[src/rtl/pipeline_perf_monitor.sv]
// pipeline_perf_monitor
//   Performance and retirement-trace monitor for the write-back stage of
//   cpu_pipelined. It counts active cycles, retired instructions, retired
//   instructions per opcode class and generic event strobes. Counting runs over
//   a start / end-of-program window that ends with a fixed pipeline-drain
//   phase. It can also keep a show-ahead FIFO of retired (PC, instruction) pairs.
//
//   Optional feature macro: PERF_TRACE_FIFO_EN
//     defined   -> trace FIFO and sticky overflow flag are built
//     undefined -> trace outputs tied to 0, trace_ready ignored
//
// Ports
//   clk            rising-edge clock
//   reset          asynchronous, active-low reset
//   start          pulse: clear counters/FIFO and enter RUN (from IDLE or DONE)
//   end_program    level: RUN -> DRAIN (or DONE when DRAIN_CYCLES = 0)
//   retire_valid   an instruction retires this cycle
//   retire_pc      PC of the retiring instruction
//   retire_instr   encoding of the retiring instruction
//   event_in       per-cycle event strobes
//   rd_sel         counter select (0 cyc, 1 ret, 2..7 classes, 8+k events)
//   rd_data        registered counter read, one cycle latency
//   state          0 IDLE, 1 RUN, 2 DRAIN, 3 DONE
//   done           high in DONE
//   trace_valid    FIFO head valid
//   trace_ready    pop the FIFO head
//   trace_pc       head PC
//   trace_instr    head instruction
//   trace_overflow sticky: a retirement was dropped on a full FIFO
module pipeline_perf_monitor #(
    parameter int CNT_W        = 32,
    parameter int XLEN         = 64,
    parameter int NUM_EVENTS   = 4,
    parameter int DRAIN_CYCLES = 5,
    parameter int TRACE_DEPTH  = 8
) (
    input  logic                  clk,
    input  logic                  reset,
    input  logic                  start,
    input  logic                  end_program,
    input  logic                  retire_valid,
    input  logic [XLEN-1:0]       retire_pc,
    input  logic [31:0]           retire_instr,
    input  logic [NUM_EVENTS-1:0] event_in,
    input  logic [3:0]            rd_sel,
    output logic [CNT_W-1:0]      rd_data,
    output logic [1:0]            state,
    output logic                  done,
    output logic                  trace_valid,
    input  logic                  trace_ready,
    output logic [XLEN-1:0]       trace_pc,
    output logic [31:0]           trace_instr,
    output logic                  trace_overflow
);

    typedef enum logic [1:0] {
        S_IDLE  = 2'd0,
        S_RUN   = 2'd1,
        S_DRAIN = 2'd2,
        S_DONE  = 2'd3
    } state_t;

    // The drain counter holds "cycles left after this one", so DRAIN lasts
    // exactly DRAIN_CYCLES cycles.
    localparam logic [7:0] DRAIN_LOAD = (DRAIN_CYCLES > 0) ? 8'(DRAIN_CYCLES - 1) : 8'd0;

    state_t           r_state;
    state_t           w_state_nxt;
    logic [7:0]       r_drain_cnt;
    logic [7:0]       w_drain_nxt;
    logic             w_clear;
    logic             w_active;

    logic [CNT_W-1:0] r_cyc;
    logic [CNT_W-1:0] r_ret;
    logic [CNT_W-1:0] r_cls [6];
    logic [CNT_W-1:0] r_evt [NUM_EVENTS];
    logic [2:0]       w_cls;
    logic [CNT_W-1:0] w_rd_mux;

    function automatic logic [CNT_W-1:0] sat_inc(input logic [CNT_W-1:0] v);
        return (v == {CNT_W{1'b1}}) ? v : v + CNT_W'(1);
    endfunction

    // Class index 0..5 = R-type, load, store, branch, op-imm, other.
    function automatic logic [2:0] classify(input logic [6:0] opcode);
        case (opcode)
            7'b0110011: return 3'd0;
            7'b0000011: return 3'd1;
            7'b0100011: return 3'd2;
            7'b1100011: return 3'd3;
            7'b0010011: return 3'd4;
            default:    return 3'd5;
        endcase
    endfunction

    // ---------------- control state machine ----------------
    always_ff @(posedge clk or negedge reset) begin
        if (!reset) begin
            r_state     <= S_IDLE;
            r_drain_cnt <= 8'd0;
        end else begin
            r_state     <= w_state_nxt;
            r_drain_cnt <= w_drain_nxt;
        end
    end

    always_comb begin
        w_state_nxt = r_state;
        w_drain_nxt = r_drain_cnt;
        w_clear     = 1'b0;
        case (r_state)
            S_IDLE, S_DONE: begin
                if (start) begin
                    w_state_nxt = S_RUN;
                    w_clear     = 1'b1;
                end
            end
            S_RUN: begin
                if (end_program) begin
                    if (DRAIN_CYCLES == 0) begin
                        w_state_nxt = S_DONE;
                    end else begin
                        w_state_nxt = S_DRAIN;
                        w_drain_nxt = DRAIN_LOAD;
                    end
                end
            end
            S_DRAIN: begin
                if (r_drain_cnt == 8'd0) begin
                    w_state_nxt = S_DONE;
                end else begin
                    w_drain_nxt = r_drain_cnt - 8'd1;
                end
            end
            default: w_state_nxt = S_IDLE;
        endcase
    end

    assign w_active = (r_state == S_RUN) || (r_state == S_DRAIN);
    assign state    = r_state;
    assign done     = (r_state == S_DONE);
    assign w_cls    = classify(retire_instr[6:0]);

    // ---------------- counters ----------------
    always_ff @(posedge clk or negedge reset) begin
        if (!reset) begin
            r_cyc <= '0;
            r_ret <= '0;
            for (int i = 0; i < 6; i++) r_cls[i] <= '0;
            for (int k = 0; k < NUM_EVENTS; k++) r_evt[k] <= '0;
        end else if (w_clear) begin
            r_cyc <= '0;
            r_ret <= '0;
            for (int i = 0; i < 6; i++) r_cls[i] <= '0;
            for (int k = 0; k < NUM_EVENTS; k++) r_evt[k] <= '0;
        end else if (w_active) begin
            r_cyc <= sat_inc(r_cyc);
            if (retire_valid) begin
                r_ret        <= sat_inc(r_ret);
                r_cls[w_cls] <= sat_inc(r_cls[w_cls]);
            end
            for (int k = 0; k < NUM_EVENTS; k++) begin
                if (event_in[k]) r_evt[k] <= sat_inc(r_evt[k]);
            end
        end
    end

    // ---------------- counter read port ----------------
    always_comb begin
        w_rd_mux = '0;
        if (rd_sel == 4'd0) begin
            w_rd_mux = r_cyc;
        end else if (rd_sel == 4'd1) begin
            w_rd_mux = r_ret;
        end else if (!rd_sel[3]) begin
            w_rd_mux = r_cls[rd_sel[2:0] - 3'd2];
        end else begin
            for (int k = 0; k < NUM_EVENTS; k++) begin
                if (rd_sel[2:0] == 3'(k)) w_rd_mux = r_evt[k];
            end
        end
    end

    always_ff @(posedge clk or negedge reset) begin
        if (!reset) begin
            rd_data <= '0;
        end else begin
            rd_data <= w_rd_mux;
        end
    end

    // ---------------- retirement trace FIFO ----------------
`ifdef PERF_TRACE_FIFO_EN
    localparam int              PTR_W    = (TRACE_DEPTH > 1) ? $clog2(TRACE_DEPTH) : 1;
    localparam logic [PTR_W:0]  FULL_CNT = (PTR_W + 1)'(TRACE_DEPTH);
    localparam logic [PTR_W:0]  ONE_CNT  = (PTR_W + 1)'(1);

    logic [XLEN-1:0]  r_fifo_pc    [TRACE_DEPTH];
    logic [31:0]      r_fifo_instr [TRACE_DEPTH];
    logic [PTR_W-1:0] r_rd_ptr;
    logic [PTR_W-1:0] r_wr_ptr;
    logic [PTR_W:0]   r_count;
    logic             r_overflow;
    logic             w_pop;
    logic             w_push_req;
    logic             w_push;

    assign w_pop      = (r_count != '0) && trace_ready;
    assign w_push_req = retire_valid && w_active;
    // A full FIFO still accepts a push when the head leaves in the same cycle.
    assign w_push     = w_push_req && ((r_count != FULL_CNT) || w_pop);

    always_ff @(posedge clk or negedge reset) begin
        if (!reset) begin
            r_rd_ptr   <= '0;
            r_wr_ptr   <= '0;
            r_count    <= '0;
            r_overflow <= 1'b0;
        end else if (w_clear) begin
            r_rd_ptr   <= '0;
            r_wr_ptr   <= '0;
            r_count    <= '0;
            r_overflow <= 1'b0;
        end else begin
            if (w_pop)  r_rd_ptr <= r_rd_ptr + PTR_W'(1);
            if (w_push) r_wr_ptr <= r_wr_ptr + PTR_W'(1);
            if (w_push && !w_pop) begin
                r_count <= r_count + ONE_CNT;
            end else if (w_pop && !w_push) begin
                r_count <= r_count - ONE_CNT;
            end
            if (w_push_req && !w_push) r_overflow <= 1'b1;
        end
    end

    // Storage needs no reset: the head is masked by trace_valid.
    always_ff @(posedge clk) begin
        if (w_push) begin
            r_fifo_pc[r_wr_ptr]    <= retire_pc;
            r_fifo_instr[r_wr_ptr] <= retire_instr;
        end
    end

    assign trace_valid    = (r_count != '0);
    assign trace_pc       = trace_valid ? r_fifo_pc[r_rd_ptr]    : '0;
    assign trace_instr    = trace_valid ? r_fifo_instr[r_rd_ptr] : '0;
    assign trace_overflow = r_overflow;
`else
    logic w_unused_trace;

    assign w_unused_trace = ^{trace_ready, retire_pc, retire_instr[31:7]};
    assign trace_valid    = 1'b0;
    assign trace_pc       = '0;
    assign trace_instr    = '0;
    assign trace_overflow = 1'b0;
`endif

endmodule

[config.mk]
export PLATFORM = sky130hd
export DESIGN_NAME = pipeline_perf_monitor
export DESIGN_NICKNAME = d
export VERILOG_FILES = /design/src/rtl/pipeline_perf_monitor.sv
export SDC_FILE = /design/constraint.sdc
export NUM_CORES = 1
export LEC_CHECK = 0
export BUFFER_PORTS_ARGS = -buffer_cell sky130_fd_sc_hd__buf_2
export CELL_PAD_IN_SITES_DETAIL_PLACEMENT = 0
export CELL_PAD_IN_SITES_GLOBAL_PLACEMENT = 1
export CORE_MARGIN = 1.5
export CORE_UTILIZATION = 39
export DETAILED_ROUTE_END_ITERATION = 12
export PLACE_DENSITY_LB_ADDON = 0.1
export SYNTH_ARGS = -nofsm -noshare
export SYNTH_HDL_FRONTEND = slang
export SYNTH_SLANG_ARGS = --single-unit
[constraint.sdc]
create_clock -name clk -period 6.3 [get_ports clk]
set_clock_uncertainty 0.2 [all_clocks]
set_input_delay 0.63 -clock clk [delete_from_list [all_inputs] [get_ports clk]]
set_output_delay 0.63 -clock clk [all_outputs]
set_load 0.02 [all_outputs]
After elaboration in Yosys (flattened, before gate mapping) --
Cells that the tools add are included.
Storage, ports and cells: output and inout bits 133, register bits after elaboration 426, word-level logic and storage cells 128
Cells by class: add/sub/neg operators 9, eq/ne operators 29, reduce and logical (&&, ||, !) cells 23, $lt $le $gt $ge 3, mux-type cells 47, bitwise gates (word level) 2
Operators by type and width (count):
- $mux W32 | 28
- $mux W192 | 3
- $mux W128 | 2
- $add A32 B1 Y32 const B | 7
- $eq A32 B32 Y1 const B | 7
- $bmux W32 S3 | 2
- $bwmux W192 | 1
- $demux W32 S3 | 1
- $reduce_and A3 Y1 | 7
- $ne A2 B2 Y1 const B | 10
- $mux W8 | 2
- $pmux W8 S2 | 1
- $pmux W3 S5 | 1
- $eq A7 B6 Y1 const B | 2
- $reduce_bool A2 Y1 | 7
- $ge A4 B4 Y1 const B | 2
- $logic_not A8 Y1 | 1
- $not A3 Y4 | 2
- $sub A8 B1 Y8 const B | 1
- $eq A7 B2 Y1 const B | 1
- $eq A7 B5 Y1 const B | 1
- $eq A7 B7 Y1 const B | 1
- $eq A3 B2 Y1 const B | 2
- $mux W2 | 3
- 15 further kinds | 18

Longest topological paths before layout --
Gate-level depths: netlist (run 1).
depth in word-level cells 12, mapped depth 17, depth with buffers taken out 13

Least setup slack after synthesis (run 1) --
OpenSTA, ideal clock, no wires.
kind in2reg, from input port retire_instr[3], to register r_cls[101] in the netlist's numbering, arrival time 3619 ps, path buffers 4, slack 2344 ps, setup time 136 ps, cell stages on the path 15, required time 5964 ps, cells stage by stage nor4bb_1 > buf_2 > buf_2 > buf_2 > buf_2 > mux2i_1 > nand3_1 > ha_1 > and3_1 > nand4bb_1 > or3_1 > nor4_4 > nor2_1 > xnor2_1 > o21ai_0
Between the ends: word-level cells in the longest chain between the ends 12
RTL lines:
- start: declaration | RTL line 43 | input logic [31:0] retire_instr,
- $eq A7 B5 Y1, or another cell as far along | RTL line 87 | case (opcode)
- $pmux W3 S5 * | RTL line 87
- $not A3 Y4 (implied by the code) * | RTL line 161 | r_cls[w_cls] <= sat_inc(r_cls[w_cls]);
- $bmux W32 S3 | RTL line 161
- $mux W32 (implied by the code) (2 in a row) | RTL line 161
- $add A32 B1 Y32 / $eq A32 B32 Y1 (equally long branches) | RTL line 82 | return (v == {CNT_W{1'b1}}) ? v : v + CNT_W'(1);
- $mux W32 | RTL line 82
- $bwmux W192 * | RTL line 161
- $mux W192 * | RTL line 159 | if (retire_valid) begin
- $mux W192 * | RTL line 157 | end else if (w_active) begin
- $mux W192 * | RTL line 152 | end else if (w_clear) begin
- end signal: indexed assignment | RTL line 161
- end: declaration | RTL line 76 | logic [CNT_W-1:0] r_cls [6];
Every way passes the cells marked *; elsewhere a longest branch is shown, timed or not. The select of a mux whose other input is x is not followed. A chain may end at the register's enable or synchronous reset.

Worst setup path in the final report (run 1) --
from input port retire_instr[2], to register r_cls[83] in the netlist's numbering
Same word-level chain as after synthesis.

==> results of run 1 <==
[sequential cells by signal (all words and copies together) (netlist names)]
signal and flops:
r_ret 32, r_evt 128, r_cyc 32, r_cls 192, state 2, r_drain_cnt 8
rd_data 32
[metrics by stage]
stage / area, sq um / power (uW) / instances / setup WS, ns / hold WS [ns]
floorplan: 24250 / 4138 / 2727 / 2.344 / 0.1344
CTS: 26370 / 7778 / 3438 / 1.888 / 0.1277
global route: 26370 / 8051 / 3438 / 1.659 / 0.1929
detailed placement: 24640 / 4701 / 3345 / 1.256 / 0.2956
global placement: 24640 / 4679 / 3345 / 1.322 / 0.2815
finish: 26370 / 7696 / 3438 / 1.827 / 0.1746
[worst min-delay path, delay by kind of cell]
| kind | cells | cell delay [ns] |
|---|---|---|
| AOI/OAI and AO/OA | 1 | 0.09 |
| buffers and inverters | 2 | 0.22 |
[power by group through the flow]
| stage | sequential, uW | combinational, uW | clock (uW) |
|---|---|---|---|
| CTS | 3000 | 1660 | 3120 |
| finish | 3010 | 1650 | 3040 |
| floorplan | 3050 | 1090 | 0 |
| global placement | 3050 | 1630 | 0 |
| global route | 3020 | 1790 | 3230 |
| detailed placement | 3050 | 1650 | 0 |
[final cells by class]
type	count	area [sq um]	share of cell area
Clock buffer	79	1531	0.05808
Inverter	29	108.9	0.004128
Clock inverter	13	187.7	0.007117
Sequential cell	426	10660	0.4043
Tap cell	782	978.4	0.03711
Multi-Input combinational cell	1993	12080	0.4581
Timing Repair Buffer	116	823.3	0.03122
[worst paths after layout]
kind	endpoint	startpoint	slack (ns)	depth (start not counted)
setup / recovery	r_cls[83]$_DFFE_PN0P_	retire_instr[2]	1.83	11
hold / removal	r_drain_cnt[2]$_DFFE_PN0P_	end_program	0.17	3
setup reg to reg	r_cls[37]$_DFFE_PN0P_	state[0]$_DFFE_PN0P_	2.31	7
hold reg to reg	r_cls[29]$_DFFE_PN0P_	r_cls[29]$_DFFE_PN0P_	0.30	2
max in group asynchronous	r_cls[66]$_DFFE_PN0P_	reset	4.03	3
min in group asynchronous	r_evt[71]$_DFFE_PN0P_	reset	0.46	2
[metal layers]
metal / global-route usage / wire length [microns] / share of wire / vias up
li1: - / - / - / 9314
met4: 0.08173 / 2281 / 0.028 / 0
met1: 0.3630 / 36900 / 0.45 / 10091
met2: 0.4228 / 38960 / 0.47 / 643
met5: 0 / 0 / 0 / -
met3: 0.03450 / 4625 / 0.056 / 124
[synth_stat cells, drive strengths merged, types with 3 or more instances]
cell / instances
ha: 12
and4: 26
or4: 4
nor2b: 14
dfrtp: 426
nor4: 19
o21ai: 281
nor3: 48
o2111ai: 7
inv: 28
nand2b: 15
nand2: 133
nor2: 239
o211ai: 13
nand3: 280
a211oi: 13
mux4: 3
mux2i: 38
and3: 56
a21o: 3
xor2: 116
a222oi: 9
o221a: 8
clkbuf: 141
o22a: 10
a32o: 5
and2: 22
nand4: 48
and3b: 4
nand3b: 6
xnor2: 69
o21a: 4
nor4b: 4
or2: 6
buf: 138
a22oi: 60
a21oi: 93
o22ai: 58
or3: 45
mux2: 50
o221ai: 17
a221oi: 27
nor4bb: 3
[repair_timing]
action                    CTS  global route
buffers inserted            0             0
hold buffers                1             0
hold endpoints to repair  100             0
[cell families after synthesis]
logic type | count (synthesis)
mux | 91
other cells | 1
flops | 426
fa+ha+maj | 12
compound gates | 630
buf+inv | 308
xor+xnor | 185
simple gates | 977
==> flow_summary_export.csv, run 1 <==
group,metric,value,unit
drt,drt-pass1-iter-count,6,
final_layout,post-route-util,0.4361,
synthesis,synth_top_family_by_area,"simple AND/OR/NAND/NOR gates",
final_layout,mostFrequentLayoutCells,"426 x dfrtp_1, 278 x nand3_1, 267 x o21ai_0, 238 x nor2_1, 130 x nand2_1",
hold_path,hold_path_class,"primary input to register",
power_and_ir_drop,switching_share,0.3364,
setup_path,cp_max_fo,10,
drt,drc,0,
timing,relSlewSlack,0.2877,
synthesis,muxShareOfSynthArea,0.04232,
drt,wl,82770,microns
timing,worst_pin_slew,1.065,ns
final_layout,final_nets,2739,
timing,final.period_utilization,0.7100,
setup_path,cp_cell_sequence,"buf_2 -> nand4bb_1 -> nor2_1 -> a211oi_1 -> and3_1 -> nand4_2 -> nor4_2 -> buf_4 -> nor4_1 -> xor2_1 -> o21ai_0",
synthesis,synth_top_area_cell,"dfrtp_1",
final_layout,syn2layout_area_growth,10.39,%
synthesis,yosysSeqAreaShare,0.4463,
drt,final_antenna_net_count,0,
cts,insertion_delay,0.61,ns
final_layout,final_common_cell,"dfrtp_1",
timing,rsz0062_at_grt,"no",
setup_path,critPathSlowestCell,"nor2_1",
final_layout,drive_gt1_frac,0.1069,
final_layout,antenna_cells,0,
timing,setup_viol,0,
setup_path,worstPathArrival,4.74,ns
cts,cts.sinks,426,
synthesis,synth_flop_cell,"dfrtp_1",
cts,cts_resized,0,
synthesis,yosysUniqueCellTypes,78,
power_and_ir_drop,switchingPower,2589,uW
power_and_ir_drop,internal-power,5107,uW
global_routing,overflow,0,
synthesis,ys_ff_latch,426,
die,rows,90,
synthesis,synth-edff-count,0,
drt,wire_per_inst,24.08,microns
cts,htree_levels,2,
die,fp.dieW,250.5,microns
die,dieArea,62750,sq um
cts,clock-root-buffer,"clkbuf_16",
drt,vias,20172,
final_layout,nFillCells,6011,
power_and_ir_drop,seq_power_share,0.391,
global_routing,antenna_found_initial,3,
die,start_util,0.3950,
power_and_ir_drop,power_density,291.8,nW/um^2
die,ios,243,
die,chipHeight,250.5,microns
setup_path,critPathMaxStageDelay,1.04,ns
job,drv_cap,0,
power_and_ir_drop,p_leak,0.01116,uW
cts,cts_buffers,51,
cts,cts_buffer_depth,3,
drt,viasPerCell,5.867,
global_routing,grt.total_usage,0.2614,
cts,cts_tree,"yes",
global_routing,grt_max_degree,164,
timing,hold_viol,0,
timing,slew_viol_final,0,
global_routing,grt_pass1_wl,124800,microns
synthesis,ys_warn_count,0,
setup_path,cp.required,6.56,ns
setup_path,start_kind,"primary input",
synthesis,synth_top_area_frac,0.4463,
setup_path,endpoint_kind,"register",
synthesis,netlist_area,23890,sq um
placement,dp_hpwl,54920,microns
power_and_ir_drop,power_frac_clock,0.395,
synthesis,synthTopCellsByArea,"dfrtp_1 45%, nand3_1 5.9%, o21ai_0 5.6%, xor2_1 4.3%, nor2_1 3.8%",
global_routing,grt_pass1_vias,19239,
setup_path,critical_path_buf_inv_count,2,
timing,setup_tns,0,ns
setup_path,crit_family,"simple AND/OR/NAND/NOR gates",
power_and_ir_drop,pwr-share-comb,0.214,
timing,fmax,223.6,MHz
setup_path,crit_type,"primary input to register",
power_and_ir_drop,vdd_ir_drop_max,200.0,uV
synthesis,synth-simple-area-share,0.2067,
synthesis,synth_fa_ha_area_frac,0.006285,
synthesis,synth_compound_area_frac,0.1643,
placement,port_buffers,54,
synthesis,syn-instance-count,2630,
drt,drt_iter0_markers,1827,
synthesis,synth_xor_area_frac,0.06783,
synthesis,syn_area_per_cell,9.083,sq um
die,core,60470,sq um
cts,clk_pin_slew,0.06,ns
synthesis,synthArstFlopShare,1.000,
timing,min_period,4.473,ns
status,outcome,"completed",
placement,place_congestion,0.8637,
Note: power is estimated with default switching activity, not from simulation.
==> run 2, diff against run 1 <==
Clock period 6.3 ns to 3.77 ns, I/O delays scaled along.
==> run 2 against run 1 <==
  * Global-route usage increased by 0.11 points
  * Combinational power increased by 82%
  * Sequential share of layout area decreased by 1.7 points
  * Die area unchanged
  * Clock-buffer cell count decreased by 8
  * Critical endpoint is now r_cls[189]$_DFFE_PN0P_
  * Critical path type is now register to register
  * Design area increased by 4.4%
  * Via count increased by 2.7%
  * Routed wire length increased by 0.86%
  * Power increased by 68%
  * Sequential power increased by 67%
  * First-iteration DRC count decreased by 2.3%
  * Setup slack got worse by 1.5 ns
==> flow_summary_export.csv, run 2 (synthesis gave the netlist of run 1 again) <==
group,metric,value,unit
power_and_ir_drop,p_leak,0.01187,uW
timing,worst_pin_slew,1.029,ns
cts,cts.sinks,426,
hold_path,min_from,"start",
timing,final.period_utilization,0.9066,
final_layout,final_area,27540,sq um
drt,vias,20716,
die,chipHeight,250.5,microns
final_layout,drive_gt1_frac,0.1532,
placement,dp_hpwl,58880,microns
global_routing,grt_pass1_vias,20128,
drt,drc,0,
timing,rsz0062_at_grt,"no",
timing,slew_viol_final,0,
drt,viasPerCell,5.782,
final_layout,post-route-util,0.4554,
cts,insertion_delay,0.63,ns
global_routing,grt_pass1_wl,126300,microns
setup_path,reg2reg_depth,14,
cts,clk_pin_slew,0.06,ns
die,core,60470,sq um
power_and_ir_drop,fin_total_pwr,12900,uW
job,drv_cap,0,
setup_path,cp_common_cell,"o21ai_0",
setup_path,endpoint_kind,"register",
placement,place_congestion,0.8769,
setup_path,cp_cell_sequence,"mux2_2 -> o32a_1 -> o21ai_0 -> o2bb2ai_1 -> inv_1 -> ha_1 -> and3_1 -> nand3b_1 -> or4_1 -> nor4_2 -> buf_4 -> nor4_1 -> xnor2_1 -> o21ai_0",
die,dieArea,62750,sq um
final_layout,regMostFlops,"r_cls",
final_layout,nFillCells,5861,
timing,min_period,3.418,ns
die,fp.dieW,250.5,microns
setup_path,cp_max_fo,6,
die,ios,243,
global_routing,antenna_found_initial,1,
setup_path,start_kind,"register",
cts,cts_buffer_depth,3,
final_layout,largestRegisters,"r_cls (192), r_evt (128)",
timing,holdWs,0.09088,ns
final_layout,largest_reg_flops,192,
global_routing,grt.total_usage,0.2625,
final_layout,antenna_cells,0,
setup_path,crit_type,"register to register",
setup_path,startpoint,"r_cls[128]$_DFFE_PN0P_",
drt,wl,83490,microns
cts,cts_buffers,51,
die,rows,90,
timing,fmax,292.6,MHz
drt,final_antenna_net_count,0,
power_and_ir_drop,power_density,468.5,nW/um^2
setup_path,worstPathArrival,3.70,ns
final_layout,final_nets,2889,
die,start_util,0.3950,
final_layout,multiInputGateArea,12080,sq um
cts,clock-root-buffer,"clkbuf_16",
placement,port_buffers,54,
placement,post_dp_cell_area,25910,sq um
setup_path,critPathSlowestCell,"or4_1",
power_and_ir_drop,vdd_ir_drop_max,459.9,uV
cts,cts_tree,"yes",
final_layout,seq_area,10660,sq um
final_layout,mostFrequentLayoutCells,"426 x dfrtp_1, 278 x nand3_1, 267 x o21ai_0, 238 x nor2_1, 192 x buf_4",
final_layout,syn2layout_area_growth,15.28,%
hold_path,hold_path_class,"primary input to register",
setup_path,cp.required,4.05,ns
final_layout,final_common_cell,"dfrtp_1",
global_routing,overflow,0,
timing,setup_viol,0,
drt,drt-pass1-iter-count,6,
hold_path,min_path_cells,4,
drt,drt_iter0_markers,1785,
timing,hold_viol,0,
timing,relSlewSlack,0.3115,
status,outcome,"completed",
setup_path,rr_startpoint,"r_cls[128]$_DFFE_PN0P_",
global_routing,grt_max_degree,181,
cts,htree_levels,2,
setup_path,critPathMaxStageDelay,0.53,ns
drt,wire_per_inst,23.30,microns
run 2: changes by cell type in the layout (fill, tap and decap cells not counted), moves of 2 or more:
| cell | change |
|---|---|
| clkinv_4 | +2 |
| buf_4 | +137 |
| bufinv_16 | -2 |
| clkbuf_8 | -7 |
| clkinv_2 | +2 |
| buf_12 | +12 |
run 2: worst max-delay path, delay by kind of cell (launching register included):
kind            cells  cell delay (ns)
simple gates        5             1.08
flops               1             0.39
compound gates      4             0.55
xor+xnor            1             0.45
fa+ha+maj           1             0.15
buf+inv             2             0.29
mux                 1             0.17
run 2: cell type report:
| cell class | count | share of cell area |
|---|---|---|
| repair buffers | 266 | 0.07633 |
| well taps | 782 | 0.03553 |
| inverters | 29 | 0.003953 |
| multi-input cells | 1993 | 0.4386 |
| clock inverters | 16 | 0.006452 |
| clock buffers | 71 | 0.05198 |
| flip-flops and latches | 426 | 0.3871 |
run 2: worst paths after layout:
| path | to | slack (ns) |
|---|---|---|
| worst max register to register | r_cls[189]$_DFFE_PN0P_ | 0.35 |
| min in group asynchronous | r_evt[66]$_DFFE_PN0P_ | 0.19 |
| max in group asynchronous | r_cyc[24]$_DFFE_PN0P_ | 2.09 |
| worst max-delay path | r_cls[189]$_DFFE_PN0P_ | 0.35 |
| worst min register to register | r_cls[6]$_DFFE_PN0P_ | 0.30 |
| worst min-delay path | state[0]$_DFFE_PN0P_ | 0.09 |
run 2: metrics by stage:
step | setup slack [ns] | setup TNS (ns) | cells
after global routing | 0.1010 | 0 | 3583
after detailed placement | -0.1803 | -3.432 | 3494
after global placement | -0.1268 | -1.341 | 3494
after CTS | 0.3836 | 0 | 3583
final | 0.3520 | 0 | 3583
after floorplan | 0.06720 | 0 | 2727
run 2: where the power goes:
group	total (uW)	switching (uW)	internal [uW]	leakage (uW)
registers	5040	238	4810	0.00588
logic	3010	2130	888	0.00520
clock network	4840	2060	2780	0.000795
total	12900	4430	8470	0.0119
run 2: layer usage:
layer,track usage,vias to the layer above,share of wire
met4,0.1074,2,0.038
met1,0.3590,10327,0.44
met2,0.4179,622,0.46
met3,0.03699,154,0.055
li1,-,9611,-
met5,0,-,0.00018
run 2: timing repair:
| action | CTS | global route |
|---|---|---|
| hold buffers | 2 | 0 |
| buffers inserted | 0 | 0 |
| endpoints found under the setup margin | 0 | 0 |
| endpoints found under the hold margin | 93 | 0 |
| gates resized for setup | 0 | 0 |
==> run 3, diff against run 2 <==
Settings changed: CORE_MARGIN 1.5 to unset, HOLD_SLACK_MARGIN set to 0.03.
==> run 3 against run 2 <==
  * Global-route usage is 0.48 points higher
  * Clock-buffer cell count is 2 higher
  * Largest cell class unchanged
  * Utilization is 0.42 points higher
  * Maximum frequency is 4.7% lower
  * Non-clock buffer count is 14 higher
  * Clock power is 8.3% higher
  * Combinational power is 1% higher
  * Register-to-register slack worse by 0.17 ns
  * First-iteration DRC count is 9.6% lower
  * Power is 3.3% higher
  * Critical endpoint is now r_ret[21]$_DFFE_PN0P_
  * Critical path depth is 6 lower
  * Hold slack worse by 0.0035 ns
==> flow_summary_export.csv, run 3 (synthesis gave the netlist of run 1 again) <==
group,metric,value,unit
status,outcome,"completed",
hold_path,hold_path_class,"primary input to register",
cts,cts_buffer_depth,3,
drt,final_antenna_net_count,0,
final_layout,final_common_cell,"dfrtp_1",
placement,post_dp_cell_area,26000,sq um
setup_path,crit_family,"compound AO/OA/AOI/OAI gates",
final_layout,fin_cells,3606,
power_and_ir_drop,power_frac_clock,0.393,
cts,htree_levels,2,
cts,clk_pin_slew,0.06,ns
cts,cts_buffers,52,
die,fp.dieW,249.5,microns
final_layout,nFillCells,5809,
timing,fmax,278.7,MHz
die,ios,243,
power_and_ir_drop,vdd_ir_drop_max,316.2,uV
setup_path,endpoint_kind,"register",
power_and_ir_drop,pwr-share-comb,0.229,
final_layout,mostFrequentLayoutCells,"426 x dfrtp_1, 278 x nand3_1, 267 x o21ai_0, 238 x nor2_1, 207 x buf_4",
global_routing,grt_pass1_wl,127500,microns
timing,setup_viol,0,
setup_path,critical_path_buf_inv_count,1,
placement,dp.cells,3508,
drt,wl,83090,microns
die,rows,90,
final_layout,largest_reg_flops,192,
final_layout,final_nets,2904,
setup_path,start_kind,"register",
cts,insertion_delay,0.62,ns
drt,viasPerCell,5.745,
final_layout,multiInputGateArea,12080,sq um
final_layout,final_area,27790,sq um
drt,wl_met2,39630,microns
timing,final.period_utilization,0.9516,
setup_path,worstPathArrival,3.87,ns
final_layout,regMostFlops,"r_cls",
global_routing,grt_max_degree,129,
placement,place_congestion,0.8703,
final_layout,antenna_cells,0,
global_routing,overflow,0,
final_layout,syn2layout_area_growth,16.35,%
placement,dp_hpwl,59300,microns
setup_path,critPathSlowestCell,"a211oi_1",
setup_path,cp_max_fo,8,
die,core,60470,sq um
timing,hold_viol,0,
drt,drc,0,
power_and_ir_drop,power_density,479.3,nW/um^2
power_and_ir_drop,switchingPower,4462,uW
cts,cts_tree,"yes",
timing,worst_pin_slew,1.326,ns
drt,wl_met3,4235,microns
final_layout,largestRegisters,"r_cls (192), r_evt (128)",
power_and_ir_drop,internal-power,8861,uW
setup_path,cp_cell_sequence,"inv_1 -> ha_1 -> nor2b_1 -> o21ai_1 -> a211oi_1 -> nand3_1 -> xor2_1 -> nor2_1",
setup_path,critPathMaxStageDelay,1.13,ns
drt,wire_per_inst,23.04,microns
global_routing,grt_pass1_vias,20238,
drt,wl_met1,36190,microns
drt,drt_iter0_markers,1614,
timing,slew_viol_final,0,
timing,rsz0062_at_grt,"no",
die,dieArea,62250,sq um
drt,drt-pass1-iter-count,5,
cts,clock-root-buffer,"clkbuf_16",
drt,vias,20718,
drt,top_layer,"met4",
power_and_ir_drop,switching_share,0.3349,
setup_path,cp.required,4.05,ns
die,chipHeight,249.5,microns
final_layout,seq_area,10660,sq um
timing,holdWs,0.08738,ns
placement,port_buffers,54,
global_routing,antenna_found_initial,1,
die,start_util,0.3950,
power_and_ir_drop,p_leak,0.01202,uW
power_and_ir_drop,seq_power_share,0.378,
final_layout,drive_gt1_frac,0.1608,
cts,cts_resized,0,
cts,cts.sinks,426,
timing,min_period,3.588,ns
job,drv_cap,0,
setup_path,crit_type,"register to register",
timing,relSlewSlack,0.1110,
global_routing,grt.total_usage,0.2673,
==> run 3: what timing repair did <==
item	in CTS	in global routing
hold buffers	2	0
buffers inserted	0	0
hold endpoints to repair	90	0
==> run 3: worst paths after layout <==
check                                startpoint               endpoint  slack [ns]  depth (start not counted)
setup / recovery           state[0]$_DFFE_PN0P_  r_ret[21]$_DFFE_PN0P_        0.18                          8
hold / removal                            start   state[0]$_DFFE_PN0P_        0.09                          4
setup reg to reg           state[0]$_DFFE_PN0P_  r_ret[21]$_DFFE_PN0P_        0.18                          8
hold reg to reg            r_cls[7]$_DFFE_PN0P_   r_cls[7]$_DFFE_PN0P_        0.30                          2
max in group asynchronous                 reset  r_cls[93]$_DFFE_PN0P_        2.16                          3
min in group asynchronous                 reset  r_evt[68]$_DFFE_PN0P_        0.19                          2
==> run 3: area by class of cell <==
| class | count | area share |
|---|---|---|
| clock buffers | 73 | 0.05361 |
| clock inverters | 23 | 0.01017 |
| inverters | 29 | 0.003916 |
| multi-input cells | 1993 | 0.4346 |
| flip-flops and latches | 426 | 0.3835 |
| well taps | 782 | 0.03520 |
| repair buffers | 280 | 0.07896 |
==> run 3: layer usage <==
layer	track usage	vias to the layer above
met3	0.03411	134
met5	0	-
met4	0.1032	0
li1	-	9660
met1	0.3560	10380
met2	0.4423	544
==> run 3: worst min-delay path, cell delays in order <==
cell	delay (ns)
buf_2	0.14
nand2b_1	0.18
nand2_1	0.09
o21ai_0	0.07
==> run 3: metrics by stage <==
| stage | power (uW) | util | TNS (ns) | worst slack, ns |
|---|---|---|---|---|
| final | 13320 | 0.4596 | 0 | 0.1823 |
| after global routing | 13910 | 0.4596 | 0 | 0.06354 |
| after CTS | 13450 | 0.4596 | 0 | 0.2123 |
| after detailed placement | 8159 | 0.4300 | -3.605 | -0.2099 |
| after global placement | 8109 | 0.4300 | -3.762 | -0.1774 |
| after floorplan | 6915 | - | 0 | 0.06720 |
==> run 3: power groups by stage <==
| stage | Clock (uW) | Combinational [uW] | Sequential (uW) |
|---|---|---|---|
| 6_report | 5240 | 3050 | 5040 |
| 5_1_grt | 5550 | 3300 | 5070 |
| 4_1_cts | 5360 | 3060 | 5030 |
| 3_5_place_dp | 0 | 3050 | 5110 |
| 3_3_place_gp | 0 | 3000 | 5100 |
| 2_1_floorplan | 0 | 1820 | 5090 |
